<file path="src/rtl/rx_fifo_ctrl_pkg.sv">
// Shared types and defaults for the receive-FIFO packet sequencer.
// The enum gives the FSM a fixed 2-bit encoding.
package rx_ctrl_pkg;

  localparam int unsigned MaxPktDef = 64;
  localparam int unsigned CntWDef   = 7;

  typedef enum logic [1:0] {
    StIdle  = 2'd0,
    StRecv  = 2'd1,
    StReady = 2'd2,
    StFlush = 2'd3
  } state_t;

endpackage

</file>
<file path="src/rtl/rx_fifo_ctrl_if.sv">
// Bundle of receiver, consumer and FIFO-side signals around the packet sequencer.
// The master modport is the sequencer; the slave modport is everything around it.
interface rx_fifo_ctrl_if
  import rx_ctrl_pkg::*;
#(
  parameter int unsigned CNT_W = CntWDef
);

  // Receiver side
  logic             rx_start;
  logic             rx_byte_valid;
  logic [7:0]       rx_byte;
  logic             rx_eop;
  logic             rx_error;
  // Consumer side
  logic             rd_req;
  logic             rd_valid;
  logic [7:0]       rd_data;
  // FIFO side
  logic             fifo_full;
  logic             fifo_empty;
  logic [7:0]       fifo_r_data;
  logic             fifo_w_enable;
  logic [7:0]       fifo_w_data;
  logic             fifo_r_enable;
  // Status
  logic             rx_busy;
  logic             pkt_ready;
  logic [CNT_W-1:0] pkt_len;
  logic             rx_err;

  modport master (
    input  rx_start, rx_byte_valid, rx_byte, rx_eop, rx_error,
    input  rd_req, fifo_full, fifo_empty, fifo_r_data,
    output fifo_w_enable, fifo_w_data, fifo_r_enable,
    output rx_busy, pkt_ready, pkt_len, rd_valid, rd_data, rx_err
  );

  modport slave (
    output rx_start, rx_byte_valid, rx_byte, rx_eop, rx_error,
    output rd_req, fifo_full, fifo_empty, fifo_r_data,
    input  fifo_w_enable, fifo_w_data, fifo_r_enable,
    input  rx_busy, pkt_ready, pkt_len, rd_valid, rd_data, rx_err
  );

endinterface

</file>
<file path="src/rtl/rx_fifo_ctrl.sv">
// Packet-level sequencer for the 8-bit receive FIFO: admits one packet at a time,
// gates writes, paces consumer reads and flushes the FIFO on error or overflow.
module rx_fifo_ctrl
  import rx_ctrl_pkg::*;
#(
  parameter int unsigned MAX_PKT = MaxPktDef,
  parameter int unsigned CNT_W   = CntWDef
) (
  input  logic          clk,
  input  logic          n_rst,
  rx_fifo_ctrl_if.master bus
);

  localparam logic [CNT_W-1:0] MaxCnt = CNT_W'(MAX_PKT);
  localparam logic [CNT_W-1:0] OneCnt = CNT_W'(1);

  state_t           state_q;
  logic [CNT_W-1:0] count_q;
  logic [CNT_W-1:0] pkt_len_q;
  logic             rx_err_q;
  logic             rx_busy_q;
  logic             pkt_ready_q;

  logic start_ok;
  logic overflow;
  logic w_en;
  logic r_en;

  always_comb begin
    start_ok = (state_q == StIdle) && bus.rx_start && bus.fifo_empty;
    overflow = bus.rx_byte_valid && (bus.fifo_full || (count_q == MaxCnt));
    w_en     = 1'b0;
    r_en     = 1'b0;
    case (state_q)
      // A byte that coincides with end-of-packet or an error is dropped.
      StRecv:  w_en = bus.rx_byte_valid && !bus.fifo_full && (count_q < MaxCnt) &&
                      !bus.rx_eop && !bus.rx_error;
      StReady: r_en = bus.rd_req && !bus.fifo_empty;
      StFlush: r_en = !bus.fifo_empty;
      default: ;
    endcase
  end

  assign bus.fifo_w_enable = w_en;
  assign bus.fifo_w_data   = (state_q == StRecv) ? bus.rx_byte : 8'h00;
  assign bus.fifo_r_enable = r_en;
  assign bus.rd_valid      = (state_q == StReady) && r_en;
  assign bus.rd_data       = (state_q == StReady) ? bus.fifo_r_data : 8'h00;
  assign bus.rx_busy       = rx_busy_q;
  assign bus.pkt_ready     = pkt_ready_q;
  assign bus.pkt_len       = pkt_len_q;
  assign bus.rx_err        = rx_err_q;

  always_ff @(posedge clk or negedge n_rst) begin
    if (!n_rst) begin
      state_q     <= StIdle;
      count_q     <= '0;
      pkt_len_q   <= '0;
      rx_err_q    <= 1'b0;
      rx_busy_q   <= 1'b0;
      pkt_ready_q <= 1'b0;
    end else begin
      case (state_q)
        StIdle: begin
          if (start_ok) begin
            state_q   <= StRecv;
            count_q   <= '0;
            rx_err_q  <= 1'b0;
            rx_busy_q <= 1'b1;
          end
        end

        // Priority: error, then end-of-packet, then overflow, then a normal byte.
        StRecv: begin
          if (bus.rx_error) begin
            state_q  <= StFlush;
            rx_err_q <= 1'b1;
          end else if (bus.rx_eop) begin
            rx_busy_q <= 1'b0;
            if (count_q != '0) begin
              state_q     <= StReady;
              pkt_len_q   <= count_q;
              pkt_ready_q <= 1'b1;
            end else begin
              state_q   <= StIdle;
              pkt_len_q <= '0;
            end
          end else if (overflow) begin
            state_q  <= StFlush;
            rx_err_q <= 1'b1;
          end else if (w_en) begin
            count_q <= count_q + OneCnt;
          end
        end

        StReady: begin
          if (r_en) begin
            count_q <= count_q - OneCnt;
            if (count_q == OneCnt) begin
              state_q     <= StIdle;
              pkt_ready_q <= 1'b0;
            end
          end
        end

        StFlush: begin
          if (bus.fifo_empty) begin
            state_q   <= StIdle;
            count_q   <= '0;
            rx_busy_q <= 1'b0;
          end
        end

        default: begin
          state_q     <= StIdle;
          rx_busy_q   <= 1'b0;
          pkt_ready_q <= 1'b0;
        end
      endcase
    end
  end

endmodule
</file>
<file path="src/flat_wrapper.sv">
// flat-port wrapper written by rule: the top's interface ports become plain ports
module rx_fifo_ctrl_flat import rx_ctrl_pkg::*;
#(
  parameter int unsigned MAX_PKT = MaxPktDef,
  parameter int unsigned CNT_W   = CntWDef
)
  (clk, n_rst, bus_rx_start, bus_rx_byte_valid, bus_rx_byte, bus_rx_eop, bus_rx_error, bus_rd_req, bus_fifo_full, bus_fifo_empty, bus_fifo_r_data, bus_fifo_w_enable, bus_fifo_w_data, bus_fifo_r_enable, bus_rx_busy, bus_pkt_ready, bus_pkt_len, bus_rd_valid, bus_rd_data, bus_rx_err);
  rx_fifo_ctrl_if #(.CNT_W(CNT_W)) bus_i ();
  input  logic clk;
  input  logic n_rst;
  input wire logic [$bits(bus_i.rx_start)-1:0] bus_rx_start;
  input wire logic [$bits(bus_i.rx_byte_valid)-1:0] bus_rx_byte_valid;
  input wire logic [$bits(bus_i.rx_byte)-1:0] bus_rx_byte;
  input wire logic [$bits(bus_i.rx_eop)-1:0] bus_rx_eop;
  input wire logic [$bits(bus_i.rx_error)-1:0] bus_rx_error;
  input wire logic [$bits(bus_i.rd_req)-1:0] bus_rd_req;
  input wire logic [$bits(bus_i.fifo_full)-1:0] bus_fifo_full;
  input wire logic [$bits(bus_i.fifo_empty)-1:0] bus_fifo_empty;
  input wire logic [$bits(bus_i.fifo_r_data)-1:0] bus_fifo_r_data;
  output wire logic [$bits(bus_i.fifo_w_enable)-1:0] bus_fifo_w_enable;
  output wire logic [$bits(bus_i.fifo_w_data)-1:0] bus_fifo_w_data;
  output wire logic [$bits(bus_i.fifo_r_enable)-1:0] bus_fifo_r_enable;
  output wire logic [$bits(bus_i.rx_busy)-1:0] bus_rx_busy;
  output wire logic [$bits(bus_i.pkt_ready)-1:0] bus_pkt_ready;
  output wire logic [$bits(bus_i.pkt_len)-1:0] bus_pkt_len;
  output wire logic [$bits(bus_i.rd_valid)-1:0] bus_rd_valid;
  output wire logic [$bits(bus_i.rd_data)-1:0] bus_rd_data;
  output wire logic [$bits(bus_i.rx_err)-1:0] bus_rx_err;
  assign bus_i.rx_start = bus_rx_start;
  assign bus_i.rx_byte_valid = bus_rx_byte_valid;
  assign bus_i.rx_byte = bus_rx_byte;
  assign bus_i.rx_eop = bus_rx_eop;
  assign bus_i.rx_error = bus_rx_error;
  assign bus_i.rd_req = bus_rd_req;
  assign bus_i.fifo_full = bus_fifo_full;
  assign bus_i.fifo_empty = bus_fifo_empty;
  assign bus_i.fifo_r_data = bus_fifo_r_data;
  assign bus_fifo_w_enable = bus_i.fifo_w_enable;
  assign bus_fifo_w_data = bus_i.fifo_w_data;
  assign bus_fifo_r_enable = bus_i.fifo_r_enable;
  assign bus_rx_busy = bus_i.rx_busy;
  assign bus_pkt_ready = bus_i.pkt_ready;
  assign bus_pkt_len = bus_i.pkt_len;
  assign bus_rd_valid = bus_i.rd_valid;
  assign bus_rd_data = bus_i.rd_data;
  assign bus_rx_err = bus_i.rx_err;
  rx_fifo_ctrl #(.MAX_PKT(MAX_PKT), .CNT_W(CNT_W)) u_core (.clk(clk), .n_rst(n_rst), .bus(bus_i));
endmodule
</file>
<file path="config.mk">
export PLATFORM = sky130hd
export DESIGN_NAME = rx_fifo_ctrl_flat
export DESIGN_NICKNAME = d
export VERILOG_FILES = /design/src/rtl/rx_fifo_ctrl_pkg.sv /design/src/rtl/rx_fifo_ctrl_if.sv /design/src/rtl/rx_fifo_ctrl.sv /design/src/flat_wrapper.sv
export SDC_FILE = /design/constraint.sdc
export NUM_CORES = 1
export LEC_CHECK = 0
export CAP_MARGIN = 20
export CELL_PAD_IN_SITES_DETAIL_PLACEMENT = 1
export CELL_PAD_IN_SITES_GLOBAL_PLACEMENT = 1
export CORE_MARGIN = 2
export CORE_UTILIZATION = 40
export DETAILED_ROUTE_END_ITERATION = 6
export DONT_BUFFER_PORTS = 1
export PLACE_DENSITY = 0.8
export SKIP_LAST_GASP = 1
export SLEW_MARGIN = 20
export SYNTH_ARGS = -nofsm -noshare
export SYNTH_HDL_FRONTEND = slang
export SYNTH_SLANG_ARGS = --single-unit
</file>
<file path="constraint.sdc">
create_clock -name clk -period 2.1 [get_ports clk]
set_input_delay 0.42 -clock clk [delete_from_list [all_inputs] [get_ports clk]]
set_output_delay 0.42 -clock clk [all_outputs]
set_load 0.1 [all_outputs]
</file>
==> results of run 1 <==
-- registers in the layout, summed over array words and instances (netlist names) --
name,count
u_core.bus.rx_busy,1
u_core.count_q,7
u_core.bus.rx_err,1
u_core.bus.pkt_ready,1
u_core.state_q,2
u_core.bus.pkt_len,7
-- final timing paths --
kind / slack, ns / depth (start not counted) / start / endpoint
setup / recovery: 0.07 / 4 / u_core.count_q[6] / bus_fifo_w_enable
hold / removal: 0.47 / 3 / bus_rx_byte_valid / u_core.state_q[1]
setup reg to reg: 0.12 / 7 / u_core.count_q[0] / u_core.count_q[4]
hold reg to reg: 0.51 / 2 / u_core.bus.pkt_len[0] / u_core.bus.pkt_len[0]
max in group asynchronous: 0.79 / 1 / n_rst / u_core.state_q[1]
min in group asynchronous: 0.69 / 1 / n_rst / u_core.count_q[2]
-- per-layer routing --
layer	global-route usage	part of all wire	up-vias
met1	0.2591	0.36	704
met5	0	0	-
met2	0.4544	0.52	97
met3	0.05634	0.078	18
met4	0.1386	0.040	0
li1	-	-	625
-- layout make-up --
cell class / count / area (µm²) / area share
Clock inverter: 1 / 7.507 / 0.003989
Sequential cell: 19 / 478.0 / 0.2540
Timing Repair Buffer: 26 / 322.8 / 0.1715
Tap cell: 46 / 57.56 / 0.03059
Clock buffer: 3 / 22.52 / 0.01197
Inverter: 8 / 30.03 / 0.01596
Multi-Input combinational cell: 132 / 963.4 / 0.5120
-- through the flow --
stage / setup TNS (ns) / setup slack, ns / cells / utilization / instance area, µm²
2_1_floorplan: -0.3717 / -0.3717 / 169 / - / 1484
3_3_place_gp: 0 / 0.1994 / 229 / 0.5216 / 1768
3_5_place_dp: 0 / 0.05579 / 229 / 0.5216 / 1768
4_1_cts: 0 / 0.02531 / 235 / 0.5375 / 1822
5_1_grt: -0.09350 / -0.01969 / 235 / 0.5552 / 1882
6_report: 0 / 0.06731 / 235 / 0.5552 / 1882
-- cells in the final DEF, fill, tap and decap left out, drive strengths merged, types with 2 or more instances in the layout --
master / count
buf: 25
o21ai: 14
a31oi: 2
nor2: 10
or3: 2
and2: 17
ha: 8
nand2: 24
a21oi: 7
mux2: 6
dfrtp: 19
xor2: 2
clkbuf: 3
nor4: 3
inv: 8
mux2i: 3
nand2b: 2
a21o: 2
nor3: 6
o31ai: 2
a221oi: 3
nand3: 3
-- logic make-up after synthesis --
group / after synthesis
AO/OA/AOI/OAI: 39
XOR/XNOR: 3
adder cells (fa/ha/maj): 8
buffers and inverters: 18
flip-flops: 19
multiplexers: 9
AND/OR/NAND/NOR: 73
-- worst max-delay path, cell delays in order (launching register included) --
cell,delay (ns)
dfrtp_2,0.48
nor4_1,0.32
nand2_1,0.14
nor2_2,0.17
buf_12,0.20
-- what timing repair did --
| item | CTS | global route |
|---|---|---|
| pin swaps | 1 | 2 |
| buffers inserted | 1 | 0 |
| hold buffers | 1 | 0 |
| hold endpoints to repair | 19 | 0 |
| resized for setup | 2 | 15 |
| endpoints found under the setup margin | 19 | 25 |
==> results_dict.tcl, run 1 <==
set metrics [dict create \
    ys_top_cells_by_area "dfrtp_1 33%, and2_1 7.4%, ha_1 6.9%" \
    synthXorXnorAreaFrac 0.01823 \
    vias_per_cell 6.145 \
    antenna_cells 0 \
    synth_edf_count 0 \
    endpoint_kind "output pin" \
    dp_hpwl_um 3863 \
    path_class "register to output pin" \
    vias 1444 \
    drt_first_pass_iters 4 \
    critPathMaxFanout 6 \
    ys_ff_latch 19 \
    cp.required_ns 1.68 \
    synth_top_family_by_area "simple AND/OR/NAND/NOR gates" \
    area_growth_pct 30.56 \
    clock-sinks 19 \
    initial_core_util 0.4252 \
    synth.top_cells.by_count "23 x nand2_1, 19 x dfrtp_1, 17 x and2_1" \
    synth-simple-area-share 0.2665 \
    hold_viol 0 \
    fill_cells 384 \
    cts_tree "yes" \
    avgSynthCellArea_um2 8.529 \
    htreeDepth 1 \
    grt_pass1_wl_um 7907 \
    ys_async_sr_fraction 1.000 \
    syn-cell-area_um2 1441 \
    clk_path_buf_depth 2 \
    antenna_found_initial 0 \
    status "completed" \
    route.detailed.wl_per_inst_um 21.67 \
    synth_compound_area_frac 0.1814 \
    post-route-period-util 0.9679 \
    dr.first_iter.drc_count 96 \
    num_io_pins 54 \
    die_area_um2 4100 \
    synth.top_cell.area_share 0.3299 \
    grt-ovfl-total 0 \
    io_buffers 0 \
    hold_class "input pin to register" \
    nNetsFinal 223 \
    timing.hold.ws_ns 0.4703 \
    synth_mux_area_frac 0.06771 \
    synthFlopType "dfrtp_1" \
    skew_ns 0.002930 \
    ys_types 46 \
    clock.fmax_mhz 492.0 \
    core-area_um2 3390 \
    syn-num-nets 202 \
    grt_start_max_net_pins 25 \
    grt_setup_unrepaired "yes" \
    rows 21 \
    grt_pass1_vias 1590 \
    drt_wl_total_um 5092 \
    setup_violations 0 \
    slew_violations 0 \
    clock_latency_ns 0.30 \
    grtUsageTotal 0.2486 \
    crit_arrival_ns 1.61 \
    die_height_um 64.03 \
    synth_cells 169 \
    clk_pin_slew_ns 0.13 \
    cp-start-kind "register" \
    synth_seq_area_share 0.3299 \
    drive_gt1_frac 0.3915 \
    maxCapViolCount 0 \
    place_congestion 0.8676 \
    ys_warn_count 0 \
    tightest_slew_ns 0.9373 \
    min_period_ns 2.033 \
    max_slew_margin 0.3731 \
    die_w_um 64.03 \
    drc_errors 0 \
    drtAntennaViolNets 0 \
    yosysMostFrequentCell "nand2_1" \
    ctsRootBufferMaster "clkbuf_4" \
    numCtsBuffers 3 \
    synth_area_leader_cell "dfrtp_1" \
    synthAdderAreaFrac 0.06944 \
]
Power of run 1 is left out: the tool's default activity adds up to more than one toggle a clock period on the data nets, which glitch-free logic cannot reach.
==> run 2, diff against run 1 <==
--- a/config.mk
+++ b/config.mk
@@ -5,7 +5,7 @@
 export SDC_FILE = /design/constraint.sdc
 export NUM_CORES = 1
 export LEC_CHECK = 0
-export CAP_MARGIN = 20
+export CAP_MARGIN = 15
 export CELL_PAD_IN_SITES_DETAIL_PLACEMENT = 1
 export CELL_PAD_IN_SITES_GLOBAL_PLACEMENT = 1
 export CORE_MARGIN = 2
==> results of run 2 <==
The final DEF is identical to that of run 1; final timing and power are the same.
Power of run 2 is left out for the same reason.
==> run 3, diff against run 2 <==
--- a/config.mk
+++ b/config.mk
@@ -12,6 +12,7 @@
 export CORE_UTILIZATION = 40
 export DETAILED_ROUTE_END_ITERATION = 6
 export DONT_BUFFER_PORTS = 1
+export GPL_ROUTABILITY_DRIVEN = 0
 export PLACE_DENSITY = 0.8
 export SKIP_LAST_GASP = 1
 export SLEW_MARGIN = 20
==> results of run 3 <==
The final DEF is identical to that of run 1; final timing and power are the same.
Power of run 3 is left out for the same reason.
